**config.mk**
```make
export PLATFORM = sky130hd
export DESIGN_NAME = decode_stage_flat
export DESIGN_NICKNAME = d
export VERILOG_FILES = /design/src/rtl/decode_stage_pkg.sv /design/src/rtl/decode_stage_if.sv /design/src/rtl/decode_stage_instr_decode.sv /design/src/rtl/decode_stage.sv /design/src/flat_wrapper.sv
export SDC_FILE = /design/constraint.sdc
export NUM_CORES = 1
export LEC_CHECK = 0
export CORE_ASPECT_RATIO = 0.7
export CORE_MARGIN = 2
export CORE_UTILIZATION = 57
export CTS_CLUSTER_DIAMETER = 40
export DETAILED_ROUTE_END_ITERATION = 8
export DONT_BUFFER_PORTS = 1
export GPL_TIMING_DRIVEN = 0
export PLACE_DENSITY = 0.71
export SLEW_MARGIN = 40
export SYNTH_ARGS = -nofsm -noshare
export SYNTH_HDL_FRONTEND = slang
export SYNTH_SLANG_ARGS = --single-unit
```
**constraint.sdc**
```tcl
create_clock -name clk -period 6 [get_ports clk]
set_input_delay 1.2 -clock clk [delete_from_list [all_inputs] [get_ports clk]]
set_output_delay 1.2 -clock clk [all_outputs]
set_load 0.1 [all_outputs]
```
**src/rtl/decode_stage_pkg.sv**
```systemverilog
// Shared MIPS decode constants: opcode/funct/REGIMM fields, ALU function codes
// and operand-select encodings used by decode and the execute-stage ALU.
package mips_defs;

    localparam logic [5:0] OP_RTYPE  = 6'b000000;
    localparam logic [5:0] OP_REGIMM = 6'b000001;
    localparam logic [5:0] OP_J      = 6'b000010;
    localparam logic [5:0] OP_JAL    = 6'b000011;
    localparam logic [5:0] OP_BEQ    = 6'b000100;
    localparam logic [5:0] OP_BNE    = 6'b000101;
    localparam logic [5:0] OP_BLEZ   = 6'b000110;
    localparam logic [5:0] OP_BGTZ   = 6'b000111;
    localparam logic [5:0] OP_ADDI   = 6'b001000;
    localparam logic [5:0] OP_ADDIU  = 6'b001001;
    localparam logic [5:0] OP_SLTI   = 6'b001010;
    localparam logic [5:0] OP_SLTIU  = 6'b001011;
    localparam logic [5:0] OP_ANDI   = 6'b001100;
    localparam logic [5:0] OP_ORI    = 6'b001101;
    localparam logic [5:0] OP_XORI   = 6'b001110;
    localparam logic [5:0] OP_LUI    = 6'b001111;
    localparam logic [5:0] OP_LW     = 6'b100011;
    localparam logic [5:0] OP_SW     = 6'b101011;

    localparam logic [5:0] FN_SLL  = 6'b000000;
    localparam logic [5:0] FN_SRL  = 6'b000010;
    localparam logic [5:0] FN_JR   = 6'b001000;
    localparam logic [5:0] FN_JALR = 6'b001001;
    localparam logic [5:0] FN_ADD  = 6'b100000;
    localparam logic [5:0] FN_ADDU = 6'b100001;
    localparam logic [5:0] FN_SUB  = 6'b100010;
    localparam logic [5:0] FN_SUBU = 6'b100011;
    localparam logic [5:0] FN_AND  = 6'b100100;
    localparam logic [5:0] FN_OR   = 6'b100101;
    localparam logic [5:0] FN_XOR  = 6'b100110;
    localparam logic [5:0] FN_NOR  = 6'b100111;
    localparam logic [5:0] FN_SLT  = 6'b101010;
    localparam logic [5:0] FN_SLTU = 6'b101011;

    localparam logic [4:0] RT_BLTZ = 5'b00000;
    localparam logic [4:0] RT_BGEZ = 5'b00001;

    typedef enum logic [5:0] {
        ALU_SLL  = 6'b000000,
        ALU_SRL  = 6'b000011,
        ALU_ADD  = 6'b100000,
        ALU_SUB  = 6'b100010,
        ALU_AND  = 6'b100100,
        ALU_OR   = 6'b100101,
        ALU_XOR  = 6'b100110,
        ALU_NOR  = 6'b100111,
        ALU_SLT  = 6'b101000,
        ALU_SLTU = 6'b101001,
        ALU_BLTZ = 6'b111000,
        ALU_BGEZ = 6'b111001,
        ALU_J    = 6'b111010,
        ALU_JR   = 6'b111011,
        ALU_BEQ  = 6'b111100,
        ALU_BNE  = 6'b111101,
        ALU_BLEZ = 6'b111110,
        ALU_BGTZ = 6'b111111
    } alu_func_e;

    typedef enum logic [1:0] {
        ASEL_RS  = 2'b00,
        ASEL_RT  = 2'b01,
        ASEL_IMM = 2'b10
    } asel_e;

    typedef enum logic [1:0] {
        BSEL_RT    = 2'b00,
        BSEL_IMM   = 2'b01,
        BSEL_SHAMT = 2'b10,
        BSEL_C16   = 2'b11
    } bsel_e;

    typedef struct packed {
        alu_func_e   func;
        asel_e       asel;
        bsel_e       bsel;
        logic [31:0] imm;
        logic [4:0]  rs;
        logic [4:0]  rt;
        logic [4:0]  rd;
        logic        reg_write;
        logic        mem_read;
        logic        mem_write;
        logic        link;
        logic        valid;
    } ctl_t;

    localparam ctl_t CTL_BUBBLE = '{
        func: ALU_SLL, asel: ASEL_RS, bsel: BSEL_RT, imm: '0,
        rs: '0, rt: '0, rd: '0,
        reg_write: 1'b0, mem_read: 1'b0, mem_write: 1'b0, link: 1'b0, valid: 1'b0
    };

    function automatic logic [31:0] sext16(input logic [15:0] v);
        return {{16{v[15]}}, v};
    endfunction

endpackage

```
**src/rtl/decode_stage_if.sv**
```systemverilog
// Fetch-to-decode inputs and decode-to-execute control bundle of the decode stage.
interface decode_stage_if;

    logic [31:0] Instr_in;
    logic        Valid_in;
    logic        Stall_in;
    logic        Flush_in;

    logic [5:0]  Func_out;
    logic [1:0]  ASel_out;
    logic [1:0]  BSel_out;
    logic [31:0] Imm_out;
    logic [4:0]  Rs_out;
    logic [4:0]  Rt_out;
    logic [4:0]  Rd_out;
    logic        RegWrite_out;
    logic        MemRead_out;
    logic        MemWrite_out;
    logic        Link_out;
    logic        Valid_out;
    logic        Illegal_out;
    logic [7:0]  Illegal_count_out;

    modport master (
        output Instr_in, Valid_in, Stall_in, Flush_in,
        input  Func_out, ASel_out, BSel_out, Imm_out, Rs_out, Rt_out, Rd_out,
               RegWrite_out, MemRead_out, MemWrite_out, Link_out, Valid_out,
               Illegal_out, Illegal_count_out
    );

    modport slave (
        input  Instr_in, Valid_in, Stall_in, Flush_in,
        output Func_out, ASel_out, BSel_out, Imm_out, Rs_out, Rt_out, Rd_out,
               RegWrite_out, MemRead_out, MemWrite_out, Link_out, Valid_out,
               Illegal_out, Illegal_count_out
    );

endinterface

```
**src/rtl/decode_stage_instr_decode.sv**
```systemverilog
// Combinational MIPS instruction decoder: 32-bit word to execute control bundle,
// plus a flag for undefined opcode/funct/REGIMM-rt combinations.
module instr_decode
    import mips_defs::*;
(
    input  logic [31:0] instr_i,
    output ctl_t        ctl_o,
    output logic        illegal_o
);

    logic [5:0]  op;
    logic [5:0]  fn;
    logic [4:0]  rs;
    logic [4:0]  rt;
    logic [4:0]  rd;
    logic [31:0] imm_sx;
    logic [31:0] imm_zx;

    assign op     = instr_i[31:26];
    assign rs     = instr_i[25:21];
    assign rt     = instr_i[20:16];
    assign rd     = instr_i[15:11];
    assign fn     = instr_i[5:0];
    assign imm_sx = sext16(instr_i[15:0]);
    assign imm_zx = {16'h0000, instr_i[15:0]};

    always_comb begin
        ctl_o       = CTL_BUBBLE;
        ctl_o.valid = 1'b1;
        ctl_o.rs    = rs;
        ctl_o.rt    = rt;
        illegal_o   = 1'b0;

        case (op)
            OP_RTYPE: begin
                ctl_o.rd        = rd;
                ctl_o.reg_write = 1'b1;
                case (fn)
                    FN_ADD, FN_ADDU: ctl_o.func = ALU_ADD;
                    FN_SUB, FN_SUBU: ctl_o.func = ALU_SUB;
                    FN_AND:          ctl_o.func = ALU_AND;
                    FN_OR:           ctl_o.func = ALU_OR;
                    FN_XOR:          ctl_o.func = ALU_XOR;
                    FN_NOR:          ctl_o.func = ALU_NOR;
                    FN_SLT:          ctl_o.func = ALU_SLT;
                    FN_SLTU:         ctl_o.func = ALU_SLTU;
                    FN_SLL, FN_SRL: begin
                        ctl_o.func = (fn == FN_SLL) ? ALU_SLL : ALU_SRL;
                        ctl_o.asel = ASEL_RT;
                        ctl_o.bsel = BSEL_SHAMT;
                    end
                    FN_JR: begin
                        ctl_o.func      = ALU_JR;
                        ctl_o.rd        = '0;
                        ctl_o.reg_write = 1'b0;
                    end
                    FN_JALR: begin
                        ctl_o.func = ALU_JR;
                        ctl_o.link = 1'b1;
                    end
                    default: illegal_o = 1'b1;
                endcase
            end
            OP_REGIMM: begin
                ctl_o.imm = imm_sx;
                case (rt)
                    RT_BLTZ: ctl_o.func = ALU_BLTZ;
                    RT_BGEZ: ctl_o.func = ALU_BGEZ;
                    default: illegal_o = 1'b1;
                endcase
            end
            OP_J, OP_JAL: begin
                ctl_o.func = ALU_J;
                ctl_o.imm  = {4'b0000, instr_i[25:0], 2'b00};
                if (op == OP_JAL) begin
                    ctl_o.rd        = 5'd31;
                    ctl_o.reg_write = 1'b1;
                    ctl_o.link      = 1'b1;
                end
            end
            OP_BEQ, OP_BNE, OP_BLEZ, OP_BGTZ: begin
                ctl_o.imm = imm_sx;
                case (op)
                    OP_BEQ:  ctl_o.func = ALU_BEQ;
                    OP_BNE:  ctl_o.func = ALU_BNE;
                    OP_BLEZ: ctl_o.func = ALU_BLEZ;
                    default: ctl_o.func = ALU_BGTZ;
                endcase
            end
            OP_ADDI, OP_ADDIU, OP_SLTI, OP_SLTIU, OP_LW: begin
                ctl_o.bsel      = BSEL_IMM;
                ctl_o.imm       = imm_sx;
                ctl_o.rd        = rt;
                ctl_o.reg_write = 1'b1;
                ctl_o.mem_read  = (op == OP_LW);
                case (op)
                    OP_SLTI:  ctl_o.func = ALU_SLT;
                    OP_SLTIU: ctl_o.func = ALU_SLTU;
                    default:  ctl_o.func = ALU_ADD;
                endcase
            end
            OP_ANDI, OP_ORI, OP_XORI: begin
                ctl_o.bsel      = BSEL_IMM;
                ctl_o.imm       = imm_zx;
                ctl_o.rd        = rt;
                ctl_o.reg_write = 1'b1;
                case (op)
                    OP_ANDI: ctl_o.func = ALU_AND;
                    OP_ORI:  ctl_o.func = ALU_OR;
                    default: ctl_o.func = ALU_XOR;
                endcase
            end
            OP_LUI: begin
                ctl_o.func      = ALU_SLL;
                ctl_o.asel      = ASEL_IMM;
                ctl_o.bsel      = BSEL_C16;
                ctl_o.imm       = imm_zx;
                ctl_o.rd        = rt;
                ctl_o.reg_write = 1'b1;
            end
            OP_SW: begin
                ctl_o.func      = ALU_ADD;
                ctl_o.bsel      = BSEL_IMM;
                ctl_o.imm       = imm_sx;
                ctl_o.mem_write = 1'b1;
            end
            default: illegal_o = 1'b1;
        endcase

        // Writes to $0 are architecturally discarded, so never request them.
        if (ctl_o.rd == 5'd0) begin
            ctl_o.reg_write = 1'b0;
        end
        if (illegal_o) begin
            ctl_o = CTL_BUBBLE;
        end
    end

endmodule

```
**src/rtl/decode_stage.sv**
```systemverilog
// Registered MIPS decode stage: pipeline register with flush/stall priority
// and a saturating count of undefined instructions.
module decode_stage
    import mips_defs::*;
(
    input  logic          clk,
    input  logic          reset,
    decode_stage_if.slave bus
);

    ctl_t       dec_ctl;
    logic       dec_illegal;
    ctl_t       ctl_q, ctl_d;
    logic       illegal_q, illegal_d;
    logic [7:0] count_q, count_d;

    instr_decode u_instr_decode (
        .instr_i   (bus.Instr_in),
        .ctl_o     (dec_ctl),
        .illegal_o (dec_illegal)
    );

    always_comb begin
        ctl_d     = ctl_q;
        illegal_d = 1'b0;
        count_d   = count_q;
        if (bus.Flush_in) begin
            ctl_d = CTL_BUBBLE;
        end else if (bus.Stall_in) begin
            ctl_d = ctl_q;
        end else if (!bus.Valid_in) begin
            ctl_d = CTL_BUBBLE;
        end else if (dec_illegal) begin
            ctl_d     = CTL_BUBBLE;
            illegal_d = 1'b1;
            count_d   = (count_q == 8'hFF) ? count_q : count_q + 8'd1;
        end else begin
            ctl_d = dec_ctl;
        end
    end

    always_ff @(posedge clk or posedge reset) begin
        if (reset) begin
            ctl_q     <= CTL_BUBBLE;
            illegal_q <= 1'b0;
            count_q   <= '0;
        end else begin
            ctl_q     <= ctl_d;
            illegal_q <= illegal_d;
            count_q   <= count_d;
        end
    end

    assign bus.Func_out          = ctl_q.func;
    assign bus.ASel_out          = ctl_q.asel;
    assign bus.BSel_out          = ctl_q.bsel;
    assign bus.Imm_out           = ctl_q.imm;
    assign bus.Rs_out            = ctl_q.rs;
    assign bus.Rt_out            = ctl_q.rt;
    assign bus.Rd_out            = ctl_q.rd;
    assign bus.RegWrite_out      = ctl_q.reg_write;
    assign bus.MemRead_out       = ctl_q.mem_read;
    assign bus.MemWrite_out      = ctl_q.mem_write;
    assign bus.Link_out          = ctl_q.link;
    assign bus.Valid_out         = ctl_q.valid;
    assign bus.Illegal_out       = illegal_q;
    assign bus.Illegal_count_out = count_q;

endmodule

```
**src/flat_wrapper.sv**
```systemverilog
// flat-port wrapper written by rule: the top's interface ports become plain ports
module decode_stage_flat import mips_defs::*;
  (clk, reset, bus_Instr_in, bus_Valid_in, bus_Stall_in, bus_Flush_in, bus_Func_out, bus_ASel_out, bus_BSel_out, bus_Imm_out, bus_Rs_out, bus_Rt_out, bus_Rd_out, bus_RegWrite_out, bus_MemRead_out, bus_MemWrite_out, bus_Link_out, bus_Valid_out, bus_Illegal_out, bus_Illegal_count_out);
  decode_stage_if bus_i ();
  input  logic clk;
  input  logic reset;
  input wire logic [$bits(bus_i.Instr_in)-1:0] bus_Instr_in;
  input wire logic [$bits(bus_i.Valid_in)-1:0] bus_Valid_in;
  input wire logic [$bits(bus_i.Stall_in)-1:0] bus_Stall_in;
  input wire logic [$bits(bus_i.Flush_in)-1:0] bus_Flush_in;
  output wire logic [$bits(bus_i.Func_out)-1:0] bus_Func_out;
  output wire logic [$bits(bus_i.ASel_out)-1:0] bus_ASel_out;
  output wire logic [$bits(bus_i.BSel_out)-1:0] bus_BSel_out;
  output wire logic [$bits(bus_i.Imm_out)-1:0] bus_Imm_out;
  output wire logic [$bits(bus_i.Rs_out)-1:0] bus_Rs_out;
  output wire logic [$bits(bus_i.Rt_out)-1:0] bus_Rt_out;
  output wire logic [$bits(bus_i.Rd_out)-1:0] bus_Rd_out;
  output wire logic [$bits(bus_i.RegWrite_out)-1:0] bus_RegWrite_out;
  output wire logic [$bits(bus_i.MemRead_out)-1:0] bus_MemRead_out;
  output wire logic [$bits(bus_i.MemWrite_out)-1:0] bus_MemWrite_out;
  output wire logic [$bits(bus_i.Link_out)-1:0] bus_Link_out;
  output wire logic [$bits(bus_i.Valid_out)-1:0] bus_Valid_out;
  output wire logic [$bits(bus_i.Illegal_out)-1:0] bus_Illegal_out;
  output wire logic [$bits(bus_i.Illegal_count_out)-1:0] bus_Illegal_count_out;
  assign bus_i.Instr_in = bus_Instr_in;
  assign bus_i.Valid_in = bus_Valid_in;
  assign bus_i.Stall_in = bus_Stall_in;
  assign bus_i.Flush_in = bus_Flush_in;
  assign bus_Func_out = bus_i.Func_out;
  assign bus_ASel_out = bus_i.ASel_out;
  assign bus_BSel_out = bus_i.BSel_out;
  assign bus_Imm_out = bus_i.Imm_out;
  assign bus_Rs_out = bus_i.Rs_out;
  assign bus_Rt_out = bus_i.Rt_out;
  assign bus_Rd_out = bus_i.Rd_out;
  assign bus_RegWrite_out = bus_i.RegWrite_out;
  assign bus_MemRead_out = bus_i.MemRead_out;
  assign bus_MemWrite_out = bus_i.MemWrite_out;
  assign bus_Link_out = bus_i.Link_out;
  assign bus_Valid_out = bus_i.Valid_out;
  assign bus_Illegal_out = bus_i.Illegal_out;
  assign bus_Illegal_count_out = bus_i.Illegal_count_out;
  decode_stage u_core (.clk(clk), .reset(reset), .bus(bus_i));
endmodule
```
; Yosys cells after proc, flatten, opt, wreduce, memory -nomap -nowiden
; Cells that the tools add are included.
[op_classes]
eq_ne = 33
muxes = 31
n_reduce_logical = 20
n_bitwise = 3
addsub = 1
[ops]
columns = op, count
row1 = $mux 62, 4
row2 = $pmux 32 s3, 1
row3 = $eq 6x6->1 const B, 12
row4 = $eq 6x4->1 const B, 10
row5 = $pmux 6 s10, 1
row6 = $pmux 6 s7, 1
row7 = $eq 6x3->1 const B, 4
row8 = $eq 6x2->1 const B, 3
row9 = $pmux 6 s3, 1
row10 = $reduce_or 9->1, 2
row11 = $reduce_or 16->1, 1
row12 = $reduce_or 14->1, 1
row13 = $logic_not 6->1, 2
row14 = $mux 6, 2
row15 = $pmux 2 s3, 2
row16 = $pmux 6 s2, 1
row17 = $reduce_or 2->1, 6
row18 = $mux 1, 11
row19 = $reduce_or 11->1, 1
row20 = $logic_not 5->1, 2
row21 = $add 8x1->8 const B, 1
row22 = $eq 8x8->1 const B, 1
row23 = $pmux 2 s2, 2
row24 = $pmux 4 s2, 1
row25 = 12 further kinds, 15
[totals]
out_inout_bits = 71
inputBits = 37
ff_bits = 71

; Longest topological paths before layout
[logic_depth]
ltp_word = 9
mapped_depth = 8
mapped_depth_nobuf = 5

; Hierarchy
; Synthesis repeated with hierarchy kept, for this count alone.
[hier_totals]
cells_unflattened = 356
area_unflattened_um2 = 3749.8
[modules_own_cells]
columns = module, n_inst, area_each_um2, cells_each
row1 = decode_stage, 1, 2627.5, 176
row2 = instr_decode, 1, 1122.3, 180

; Worst setup path after synthesis
; Ideal clock, no wire load.
[synth_path]
path_type = input -> register
startpoint = input port bus_Instr_in[3]
endpoint = register u_core.count_q[1], in the netlist u_core.bus.Illegal_count_out[1]
path_slack_ps = 3283
arrival_ps = 2591
required_time_ps = 5874
cell_stages = 6
cell_sequence = buf_2 -> or4b_4 -> o221ai_4 -> a22oi_4 -> nand3_1 -> mux2_2
[synth_via]
elab_chain_len = 5
elab_cells_between_ends = 18
classes_between = 13 x eq/ne / 2 x mux / 3 x reduce/logical
[synth_lines]
columns = item, line_no
row1 = "start, declared", flat_wrapper.sv:7  ; input wire logic [$bits(bus_i.Instr_in)-1:0] bus_Instr_in;
row2 = "$eq 6x2->1, or another cell as far along", decode_stage_instr_decode.sv:38  ; case (fn)
row3 = $reduce_or 14->1 (no source line) (*), -
row4 = $mux 1 (*), decode_stage_instr_decode.sv:38
row5 = $pmux 1 s3 (*), decode_stage_instr_decode.sv:34  ; case (op)
row6 = $reduce_and 5->1 (no source line) (*), -
row7 = "end signal, assigned", decode_stage.sv:50  ; count_q <= count_d;
row8 = "end, declared", decode_stage.sv:15  ; logic [7:0] count_q, count_d;
; Every way passes the cells marked *; elsewhere a longest branch is shown, timed or not.
; A chain may end at the register's enable or synchronous reset.

; Final worst setup path
[layout_path]
startpoint = register u_core.ctl_q, in the netlist u_core.bus.Imm_out[30]
endpoint = output port bus_Imm_out[30]
[layout_rtl]
columns = item, line_no
row1 = "start, declared", decode_stage.sv:13  ; ctl_t ctl_q, ctl_d;
row2 = "start signal, assigned", decode_stage.sv:48  ; ctl_q <= ctl_d;
row3 = "end, declared", flat_wrapper.sv:14  ; output wire logic [$bits(bus_i.Imm_out)-1:0] bus_Imm_out;
; No word-level cell between the ends.

==> results.sh <==
export IMPL_overflow=0
export IMPL_slowest_stage="dfrtp_2"
export IMPL_dieWidth_um=98.7
export IMPL_status="finished, final reports clean"
export IMPL_antenna_cells=0
export IMPL_die_height_um=70.3
export IMPL_gp_congestion=0.914
export IMPL_synth_edf_count=0
export IMPL_dp_hpwl_mm=6.70
export IMPL_crit_family="flip-flops"
export IMPL_min_period_over_period_pct=44.2
export IMPL_path_buf_inv=1
export IMPL_grt_pass1_wl_mm=14.8
export IMPL_io_buffers=0
export IMPL_worst_slew_pin_slew_ps=897
export IMPL_fmax_ghz=0.377
export IMPL_grt_pass1_vias=2679
export IMPL_drc=0
export IMPL_synth_ff_type="dfrtp_1"
export IMPL_drive_above_1_share_pct=34.0
export IMPL_crit_chain="buf_4"
export IMPL_nets=410
export IMPL_irDropWorstVdd_mv=0.386
export IMPL_slew_viol_final=0
export IMPL_slowest_delay_ps=710
export IMPL_drt_wirelength_per_cell_um=19.8
export IMPL_grt_max_degree=36
export IMPL_hold_class="in2async"
export IMPL_htree_levels=3
export IMPL_gr_usage_all_layers_pct=27.3
export IMPL_post_cts_buffers=0
export IMPL_synth_nets=396
export IMPL_post_cts_resized=0
export IMPL_drt_wl_total_mm=9.01
export IMPL_syn_area_per_cell_um2=10.0
export IMPL_cts_buffers=9
export IMPL_slew_limit_headroom_pct=40.2
export IMPL_async_reset_ff_share_pct=100
export IMPL_final_core_util_pct=65.4
export IMPL_crit_type="reg2out"
export IMPL_ioPinCount=108
export IMPL_endpoint_kind="output port"
export IMPL_first_pass_iters=5
export IMPL_fin_skew_ps=4.05
export IMPL_detailedPlace_worstSlack_ps=3110
export IMPL_core_area_mm2=0.00616
export IMPL_first_iter_violations=190
export IMPL_rows=24
export IMPL_antenna_left=0
export IMPL_syn_area_mm2=0.00358
export IMPL_vias=2865
export IMPL_cp_data_arrival_time_ps=1450
export IMPL_maxCapViolations=0
export IMPL_ys_types=62
export IMPL_ys_warn_count=0
export IMPL_cts_tree="yes"
export IMPL_synthToLayoutAreaGrowth_pct=12.4
export IMPL_tns_ps=0
export IMPL_cp_required_ps=4800
export IMPL_clockRootBuffer="clkbuf_8"
export IMPL_detail_route_vias_per_cell=6.30
export IMPL_hold_viol_final=0
export IMPL_synth_seq_cells=68
export IMPL_fin_ws_ps=3350
export IMPL_worstSetupStartpointType="flop"
export IMPL_synth_cells=358
export IMPL_dieArea_mm2=0.00694
export IMPL_cts_sinks=68
export IMPL_fin_crit_ps=2650
export IMPL_initial_utilization_pct=58.1
export IMPL_rsz0062_at_grt="false"
export IMPL_p_leak_nw=1.64
export IMPL_setup_violations=0
export IMPL_clock_path_buffers=2
export IMPL_whs_ps=674
export IMPL_synth_seq_area_share_pct=47.6
export IMPL_holdBufCountCts=0
export IMPL_clkLatencyLatePin_ps=340
export IMPL_path_clk_slew_ps=80
export IMPL_powerDensity_mw_per_mm2=293
export IMPL_path_max_fanout=5
export IMPL_antenna_found_initial=0
cells in the final DEF (no fill, tap or decap), drive strengths merged, types with 6 or more instances in the layout:
cell,netlist,layout
dfrtp,68,68
xnor2,9,9
o21ai,39,39
clkbuf,9,21
a21oi,16,16
a22o,13,13
nand4,7,7
nor2,12,12
a21o,11,11
buf,23,24
inv,7,8
a22oi,15,15
and3,6,6
nand2,54,54
stage by stage:
| step | total power, mW | std cells | cell area, µm² |
|---|---|---|---|
| after floorplan | 0.701 | 358 | 3580 |
| after global placement | 0.724 | 436 | 3680 |
| after detailed placement | 0.732 | 437 | 3740 |
| after CTS | 1.18 | 453 | 3980 |
| after global routing | 1.22 | 455 | 4020 |
| final | 1.18 | 455 | 4020 |
cells by family after synthesis:
kind of cell / synth area share, %
compound gates: 25.7
simple gates: 17.5
flops: 47.6
buf+inv: 5.77
xor+xnor: 2.20
mux: 0.909
fa+ha+maj: 0.350
registers in the layout, summed over array words and instances, names as in the netlist:
| signal | count |
|---|---|
| u_core.bus.Link_out | 1 |
| u_core.bus.BSel_out | 2 |
| u_core.bus.RegWrite_out | 1 |
| u_core.bus.Rs_out | 5 |
| u_core.bus.MemWrite_out | 1 |
| u_core.bus.MemRead_out | 1 |
| u_core.bus.Illegal_out | 1 |
| u_core.bus.Valid_out | 1 |
| u_core.bus.Imm_out | 29 |
| u_core.bus.ASel_out | 2 |
| u_core.bus.Illegal_count_out | 8 |
| u_core.bus.Rd_out | 5 |
| u_core.bus.Func_out | 6 |
| u_core.bus.Rt_out | 5 |
worst paths after layout:
kind / to / startpoint / slack, ps / cells past startpoint
worst max register to register: u_core.bus.Illegal_count_out[1]$_DFFE_PP0P_ / u_core.bus.Illegal_count_out[2]$_DFFE_PP0P_ / 3910 / 5
worst min register to register: u_core.bus.Imm_out[6]$_DFFE_PP0P_ / u_core.bus.Imm_out[6]$_DFFE_PP0P_ / 820 / 2
worst min-delay path: u_core.bus.Imm_out[24]$_DFFE_PP0P_ / reset / 670 / 1
max in group asynchronous: u_core.bus.Func_out[0]$_DFFE_PP0P_ / reset / 4830 / 2
min in group clk: u_core.bus.Imm_out[6]$_DFFE_PP0P_ / u_core.bus.Imm_out[6]$_DFFE_PP0P_ / 820 / 2
worst max-delay path: bus_Imm_out[30] / u_core.bus.Imm_out[30]$_DFFE_PP0P_ / 3350 / 1
cells in the mapped netlist (all sizes together), types with 2 or more instances:
| cell | instances | area share (%) |
|---|---|---|
| nand3 | 5 | 0.84 |
| and3 | 6 | 1.0 |
| nand4 | 7 | 1.2 |
| nor4 | 5 | 1.6 |
| and2 | 3 | 0.52 |
| a22o | 13 | 3.2 |
| a21o | 11 | 2.3 |
| dfrtp | 68 | 48 |
| or4 | 2 | 0.52 |
| o211ai | 2 | 0.70 |
| nand2 | 54 | 5.7 |
| a31oi | 2 | 0.35 |
| nor2 | 12 | 1.5 |
| nor3b | 3 | 0.63 |
| a32o | 5 | 1.4 |
| mux2 | 2 | 0.63 |
| a21oi | 16 | 3.0 |
| a32oi | 2 | 0.70 |
| and4 | 2 | 0.49 |
| nor3 | 2 | 0.42 |
| a22oi | 15 | 3.5 |
| a211oi | 2 | 0.42 |
| a221oi | 4 | 0.98 |
| o31ai | 2 | 0.80 |
| o32ai | 2 | 0.49 |
| o21ai | 39 | 5.6 |
| clkbuf | 9 | 0.94 |
| o21a | 2 | 0.42 |
| nor2b | 5 | 0.87 |
| inv | 7 | 0.73 |
| buf | 23 | 4.1 |
| xnor2 | 9 | 2.2 |
| nand2b | 4 | 0.70 |
layout make-up:
cell class / instances / area [µm²]
fill: 492 / 2130
sequential: 68 / 1780
multi-input combinational: 251 / 1670
buffer: 32 / 180
clock buffer: 10 / 128
clock inverter: 6 / 111
tap: 78 / 97.6
inverter: 7 / 31.3
timing repair buffer: 3 / 27.5
report_power, final:
group | switching [mW] | internal (mW) | leakage (nW)
clock network | 0.178 | 0.277 | 0.117
logic | 0.0652 | 0.0418 | 0.677
registers | 0.141 | 0.475 | 0.842
metal layers:
| layer | up-vias | GRT usage, % | part of all wire (%) |
|---|---|---|---|
| li1 | 1333 | - | - |
| met1 | 1405 | 40.2 | 45 |
| met2 | 117 | 37.2 | 44 |
| met3 | 10 | 11.5 | 9.5 |
| met4 | 0 | 6.54 | 1.5 |
| met5 | - | 0 | 0 |
No activity file was read; power rests on OpenSTA's default activity.
